[src/rtl/oe_ctrl_if.sv]
// Switch, fault and output-enable bundle for the analog OE controller.
interface oe_ctrl_if #(
    parameter int CH = 2
);
    logic [CH-1:0] sw;
    logic          fault;
    logic [CH-1:0] oe;
    logic [CH-1:0] sw_db;
    logic [CH-1:0] armed;
    logic [CH-1:0] locked;

    modport master (
        output sw,
        output fault,
        input  oe,
        input  sw_db,
        input  armed,
        input  locked
    );

    modport slave (
        input  sw,
        input  fault,
        output oe,
        output sw_db,
        output armed,
        output locked
    );
endinterface

[src/rtl/oe_ctrl.sv]
// Per-channel OE controller: sync, debounce, settle delay, latched fault off.
module oe_ctrl #(
    parameter int CH            = 2,
    parameter int DEBOUNCE_CYC  = 1000,
    parameter int SETTLE_CYC    = 16,
    parameter bit OE_ACTIVE_LOW = 1'b0
) (
    input logic       clk,
    input logic       rst,
    oe_ctrl_if.slave  bus
);
    localparam int DW = $clog2(DEBOUNCE_CYC + 1);
    localparam int SW = (SETTLE_CYC > 1) ? $clog2(SETTLE_CYC) : 1;

    localparam logic [DW-1:0] DB_MAX   = DW'(DEBOUNCE_CYC);
    localparam logic [SW-1:0] SET_LAST =
        SW'((SETTLE_CYC > 0) ? SETTLE_CYC - 1 : 0);

    typedef enum logic [1:0] {
        S_OFF,
        S_ARM,
        S_ON
    } state_t;

    logic [CH-1:0] oe_v;
    logic [CH-1:0] db_v;
    logic [CH-1:0] arm_v;
    logic [CH-1:0] lk_v;

    for (genvar i = 0; i < CH; i++) begin : g_ch
        logic          s1;
        logic          s2;
        logic          db;
        logic [DW-1:0] dcnt;
        state_t        st;
        state_t        st_nx;
        logic [SW-1:0] scnt;
        logic [SW-1:0] scnt_nx;
        logic          lk;
        logic          lk_nx;
        logic          oe_q;
        logic          arm_q;

        always_ff @(posedge clk) begin
            if (rst) begin
                s1 <= 1'b0;
                s2 <= 1'b0;
            end else begin
                s1 <= bus.sw[i];
                s2 <= s1;
            end
        end

        // Counter holds the run length; the flip happens one edge after it
        // has counted a full DEBOUNCE_CYC run, so it must be able to hold it.
        always_ff @(posedge clk) begin
            if (rst) begin
                dcnt <= '0;
                db   <= 1'b0;
            end else if (s2 == db) begin
                dcnt <= '0;
            end else if (dcnt == DB_MAX) begin
                db   <= s2;
                dcnt <= '0;
            end else begin
                dcnt <= dcnt + DW'(1);
            end
        end

        always_comb begin
            st_nx   = st;
            scnt_nx = scnt;
            // Fault latches only while pressed; any debounced release clears.
            lk_nx   = db & (lk | bus.fault);
            unique case (st)
                S_OFF: begin
                    if (db && !bus.fault && !lk) begin
                        st_nx   = (SETTLE_CYC == 0) ? S_ON : S_ARM;
                        scnt_nx = '0;
                    end
                end
                S_ARM: begin
                    if (bus.fault || !db) begin
                        st_nx = S_OFF;
                    end else if (scnt == SET_LAST) begin
                        st_nx = S_ON;
                    end else begin
                        scnt_nx = scnt + SW'(1);
                    end
                end
                S_ON: begin
                    if (bus.fault || !db) begin
                        st_nx = S_OFF;
                    end
                end
                default: st_nx = S_OFF;
            endcase
        end

        always_ff @(posedge clk) begin
            if (rst) begin
                st    <= S_OFF;
                scnt  <= '0;
                lk    <= 1'b0;
                oe_q  <= OE_ACTIVE_LOW;
                arm_q <= 1'b0;
            end else begin
                st    <= st_nx;
                scnt  <= scnt_nx;
                lk    <= lk_nx;
                oe_q  <= (st_nx == S_ON) ^ OE_ACTIVE_LOW;
                arm_q <= (st_nx == S_ARM);
            end
        end

        assign oe_v[i]  = oe_q;
        assign db_v[i]  = db;
        assign arm_v[i] = arm_q;
        assign lk_v[i]  = lk;
    end

    assign bus.oe     = oe_v;
    assign bus.sw_db  = db_v;
    assign bus.armed  = arm_v;
    assign bus.locked = lk_v;
endmodule

[src/flat_wrapper.sv]
// flat-port wrapper written by rule: the top's interface ports become plain ports
module oe_ctrl_flat 
#(
    parameter int CH            = 2,
    parameter int DEBOUNCE_CYC  = 1000,
    parameter int SETTLE_CYC    = 16,
    parameter bit OE_ACTIVE_LOW = 1'b0
)
  (clk, rst, bus_sw, bus_fault, bus_oe, bus_sw_db, bus_armed, bus_locked);
  oe_ctrl_if #(.CH(CH)) bus_i ();
  input logic clk;
  input logic rst;
  input wire logic [$bits(bus_i.sw)-1:0] bus_sw;
  input wire logic [$bits(bus_i.fault)-1:0] bus_fault;
  output wire logic [$bits(bus_i.oe)-1:0] bus_oe;
  output wire logic [$bits(bus_i.sw_db)-1:0] bus_sw_db;
  output wire logic [$bits(bus_i.armed)-1:0] bus_armed;
  output wire logic [$bits(bus_i.locked)-1:0] bus_locked;
  assign bus_i.sw = bus_sw;
  assign bus_i.fault = bus_fault;
  assign bus_oe = bus_i.oe;
  assign bus_sw_db = bus_i.sw_db;
  assign bus_armed = bus_i.armed;
  assign bus_locked = bus_i.locked;
  oe_ctrl #(.CH(CH), .DEBOUNCE_CYC(DEBOUNCE_CYC), .SETTLE_CYC(SETTLE_CYC), .OE_ACTIVE_LOW(OE_ACTIVE_LOW)) u_core (.clk(clk), .rst(rst), .bus(bus_i));
endmodule
[config.mk]
export PLATFORM = sky130hd
export DESIGN_NAME = oe_ctrl_flat
export DESIGN_NICKNAME = d
export VERILOG_FILES = /design/src/rtl/oe_ctrl_if.sv /design/src/rtl/oe_ctrl.sv /design/src/flat_wrapper.sv
export SDC_FILE = /design/constraint.sdc
export NUM_CORES = 1
export LEC_CHECK = 0
export ABC_AREA = 1
export CORE_ASPECT_RATIO = 0.6
export CORE_MARGIN = 2
export CORE_UTILIZATION = 30
export CTS_CLUSTER_DIAMETER = 30
export CTS_CLUSTER_SIZE = 8
export DETAILED_ROUTE_END_ITERATION = 7
export PLACE_DENSITY = 0.45
export SLEW_MARGIN = 20
export SYNTH_ARGS = -nofsm -noshare
export SYNTH_HDL_FRONTEND = slang
export SYNTH_SLANG_ARGS = --single-unit
[constraint.sdc]
create_clock -name clk -period 3.29 [get_ports clk]
set_input_delay 0.8225 -clock clk [delete_from_list [all_inputs] [get_ports clk]]
set_output_delay 0.8225 -clock clk [all_outputs]
set_load 0.01 [all_outputs]
Word-level counts from Yosys, hierarchy flattened
Cells that the tools add are included.
{ "op_classes": {"n_reduce_logical": 21, "mux": 18, "bitwise_logic": 6, "eq_ne": 20, "add_sub_neg": 4} }
{ "op_table": {"columns": ["operator", "count"], "rows": [
  ["$mux 4", 6],
  ["$add 10x1->10 const B", 2],
  ["$eq 10x10->1 const B", 2],
  ["$mux 2", 8],
  ["$pmux 4 s2", 2],
  ["$pmux 2 s3", 2],
  ["$add 4x1->4 const B", 2],
  ["$eq 2x1->1 const B", 4],
  ["$eq 2x2->1 const B", 4],
  ["$eq 4x4->1 const B", 2],
  ["$ne 2x2->1 const B", 4],
  ["$reduce_and 4->1", 2],
  ["$reduce_or 3->1", 2],
  ["$logic_not 1->1", 5],
  ["$logic_and 1x1->1", 4],
  ["$logic_not 2->1", 2],
  ["$ne 2x1->1 const B", 2],
  ["$reduce_and 2->1", 2],
  ["$reduce_bool 2->1", 2],
  ["$and 1x1->1", 2],
  ["$eq 1x1->1", 2],
  ["$logic_or 1x1->1", 2],
  ["$not 1->1", 2],
  ["$or 1x1->1", 2]
]} }
{ "totals": {"in_bits": 5, "register_bits": 44, "out_inout_bits": 8, "elab_cells": 87} }

Depth between registers and ports, before layout
{ "depth": {"depth_word": 6, "mapped_depth": 8} }

Worst setup path before layout
OpenSTA, ideal clock, no wires.
{ "synth_path": {"path_kind": "input to register", "start": "input port rst", "end": "register u_core.g_ch[1].dcnt[4]", "n_path_buf": 1, "required_time_ns": 3.220, "setup_slack_ns": 1.752, "setup_time_ns": 0.070, "arrival_time_ns": 1.468, "stages": 6, "path_cell_list": "buf_6 -> clkinv_4 -> o21ai_0 -> a21oi_2 -> nand2_2 -> a21oi_1"} }
{ "synth_via": {"elab_chain_cells": 1} }
{ "synth_lines": {"columns": ["item", "line_no", "rtl"], "rows": [
  ["start, declared", "flat_wrapper.sv:12", "input logic rst;"],
  ["$reduce_or 3->1 (no source line)", null, null],
  ["end signal, assigned", "oe_ctrl.sv:66", "dcnt <= dcnt + DW'(1);"],
  ["end, declared", "oe_ctrl.sv:34", "logic [DW-1:0] dcnt;"]
]} }
No other way between the ends.
A chain may end at the register's enable or synchronous reset.

Final worst setup path
{ "layout_path": {"start": "register u_core.g_ch[0].db", "end": "output port bus_sw_db[0]"} }
{ "layout_lines": {"columns": ["item", "line_no", "rtl"], "rows": [
  ["start, declared", "oe_ctrl.sv:33", "logic db;"],
  ["start signal, assigned", "oe_ctrl.sv:59", "db <= 1'b0;"],
  ["start signal, assigned", "oe_ctrl.sv:63", "db <= s2;"],
  ["end, declared", "flat_wrapper.sv:16", "output wire logic [$bits(bus_i.sw_db)-1:0] bus_sw_db;"]
]} }
No word-level cell between the ends.

==> summary.txt <==
Synthesis
  – Synth cell count leaders: nand2_1 (48), nor2_1 (46), dfxtp_1 (44)
  – Ys flop type: dfxtp_1
  – Cell taking the most area after synthesis: dfxtp_1
  – Synth Area in Adders: 0.0367
  – FF+latch count, synth: 44
  – Ys Warns: 0
  – Syn Inst Count: 278
  – Area share of the largest cell type after synthesis: 0.431
  – Top cells by area, synth: dfxtp_1 (43%), nand2_1 (8.8%), nor2_1 (8.4%), inv_1 (6.8%), nand3_1 (6.1%)
  – Synth Area in Simple Gates: 0.335
  – Area share of xor/xnor cells in the synthesized design: 0.0128
  – Post-synth EDFFs: 0
  – Most common cell in the synthesized netlist: nand2_1
  – Avg Cell Area, Syn: 7.36 µm²
  – Post-synthesis compound-gate area fraction: 0.0758
  – Synth unique cells: 27
  – Sequential area share after synthesis: 0.431
  – Post-Synthesis Net Count: about 290
  – Mux share of post-synthesis cell area: 0
  – Mapped cell area: 0.00205 mm²
  – Largest family of logic cells by synthesized area: simple AND/OR/NAND/NOR gates
  – Async SR Flop Fraction: 0

Critical path
  – Required @ worst endpoint: 2.47 ns
  – Worst path arrival time: roughly 1.4 ns
  – Type of the worst setup path: reg2out
  – Critical Path Start: u_core.g_ch[0].db$_SDFFE_PP0P_
  – Endpoint class of the critical path: output pin
  – Critical path startpoint category: flip-flop
  – Crit path max-delay family: buffers and inverters
  – Critical path peak fanout: 7
  – R2r startpoint: u_core.g_ch[0].dcnt[0]$_SDFF_PP0_
  – Critical Path Max Stage Delay: 0.59 ns
  – Crit path cell chain: clkdlybuf4s50_1
  – R2r setup slk: 1.84 ns
  – Slowest CP cell: clkdlybuf4s50_1
  – Worst path buffer plus inverter count: 1

Global routing
  – Global Route Usage Sum: 0.111
  – Largest net degree at the start of global routing: 18
  – Vias in the first global route: 1,389
  – Total grt overflow: 0
  – Initial antenna violation count: 0
  – First-pass GRT wire length: 6.67 mm

Cells and area
  – Final core utilization: 0.354
  – P&R area growth vs syn: 14.9%
  – Layout cells sized above 1: 0.0934
  – Antenna fix cells: 0
  – Net count, final: 299
  – # fillers: roughly 700

Timing
  – Final Hold Viols: 0
  – Slew Limit Fails: 0
  – Post-route setup TNS: 0 ns
  – RSZ-0062 raised after global routing: no
  – Slew headroom: 0.788
  – Worst hold slack: 0.413 ns
  – Peak Freq: about 460 MHz
  – Final setup vio count: 0
  – Slew @ Worst Pin: 0.315 ns
  – Skew final: about 0.0060 ns
  – Period utilization: 0.660
  – Crit path time final: 2.17 ns

Routing
  – Routed Antenna Nets: 0
  – Drt drc: 0
  – Detailed-route wire length: between 3 and 4 mm
  – Drt first pass iters: 4
  – Wire per inst: ~10 µm
  – Vias per std cell: 4.24
  – Via count: 1,596
  – Initial drt markers: between 70 and 80

Power
  – Peak VDD IR: 298 µV
  – PwrDens: 446 mW/mm²
  – Leak Pwr: 0.000862 µW
  – Final Power: 1050 µW

Clock network
  – CTS buffer count: 5
  – Clk root buf: clkbuf_16
  – Clock latency on the worst-skew pair: 0.28 ns
  – Post-CTS Setup Bufs: 0
  – H-tree levels: 2
  – Clk buf depth: 2
  – Clock transition at path regs: roughly 0.060 ns
  – Post_cts resized: 0
  – CTS tree: done
  – # clock sinks: 44
  – Hold-fix buffers, CTS: 0

Floorplanning
  – Die footprint: 0.00752 mm²
  – Die width: 111 µm
  – Initial core utilization: 0.308
  – Core ar.: 0.00665 mm²
  – Die height: 68.0 µm
  – Row count: 23
  – IO Count: 13

Place
  – Hpwl dp: 2.85 mm
  – GPL Wtd Cong: 0.757
  – I/O Buffers: 12

Min path
  – Tightest Hold Check Type: reg2reg
  – Worst Min Path Start: u_core.g_ch[1].s1$_SDFF_PP0_

Outcome
  – Status: completed

Flow run
  – Maxcap violations: 0
flip-flops by register name, indices dropped and copies added (netlist names):
name               flops
u_core.g_ch.dcnt      20
u_core.g_ch.scnt       8
u_core.g_ch.st         4
u_core.g_ch.arm_q      2
u_core.g_ch.db         2
u_core.g_ch.lk         2
u_core.g_ch.oe_q       2
u_core.g_ch.s1         2
u_core.g_ch.s2         2
final cells by class:
type,count,area [µm²],area share
multi-input cells,186,942,0.401
flip-flops and latches,44,881,0.375
inverters,38,148,0.0628
repair buffers,13,128,0.0543
clock buffers,5,125,0.0532
well taps,87,109,0.0463
clock inverters,3,18.8,0.00798
per-layer routing:
layer,share of wire,up-vias,GRT usage
met5,0,-,0
li1,-,905,-
met4,0.0056,0,0.0234
met3,0.026,2,0.0407
met2,0.35,8,0.146
met1,0.62,681,0.169
cell usage in the layout (no fill, tap or decap), drive strengths merged:
| cell | netlist | routed |
|---|---|---|
| xnor2 | 2 | 2 |
| nand4 | 6 | 6 |
| o31ai | 1 | 1 |
| nor3 | 10 | 10 |
| clkinv | 1 | 4 |
| a21oi | 19 | 19 |
| nand3 | 26 | 26 |
| o21ai | 5 | 5 |
| xor2 | 1 | 1 |
| and3 | 1 | 1 |
| dfxtp | 44 | 44 |
| or2 | 2 | 2 |
| a22oi | 1 | 1 |
| clkbuf | 1 | 5 |
| clkdlybuf4s50 | 0 | 12 |
| buf | 9 | 1 |
| nor2 | 48 | 48 |
| nand2 | 53 | 53 |
| ha | 6 | 6 |
| a31oi | 2 | 2 |
| nand3b | 3 | 3 |
| inv | 37 | 37 |
stage by stage:
step	instances	setup slack, ns	area [µm²]
after global routing	376	1.06	2350
after global placement	368	1.07	2210
after detailed placement	368	1.07	2210
after CTS	376	1.11	2350
after floorplan	278	1.75	2050
final	376	1.12	2350
cell families (layout without fill, tap and decap cells):
family | count (synthesis) | count (layout)
flip-flops | 44 | 44
adder cells (fa/ha/maj) | 6 | 6
AND/OR/NAND/NOR | 149 | 149
buffers and inverters | 48 | 59
AO/OA/AOI/OAI | 28 | 28
XOR/XNOR | 3 | 3
power by group:
part | switching (µW) | internal (µW)
Combinational | 13.2 | 9.07
Clock | 209 | 280
Sequential | 2.25 | 536
path summary, 6_finish.rpt:
kind | endpoint | cells after the start
worst min-delay path | u_core.g_ch[1].s2$_SDFF_PP0_ | 2
worst max-delay path | bus_sw_db[0] | 1
worst min register to register | u_core.g_ch[1].s2$_SDFF_PP0_ | 2
worst max register to register | u_core.g_ch[0].dcnt[6]$_SDFF_PP0_ | 6
(Power assumes the default switching activity.)
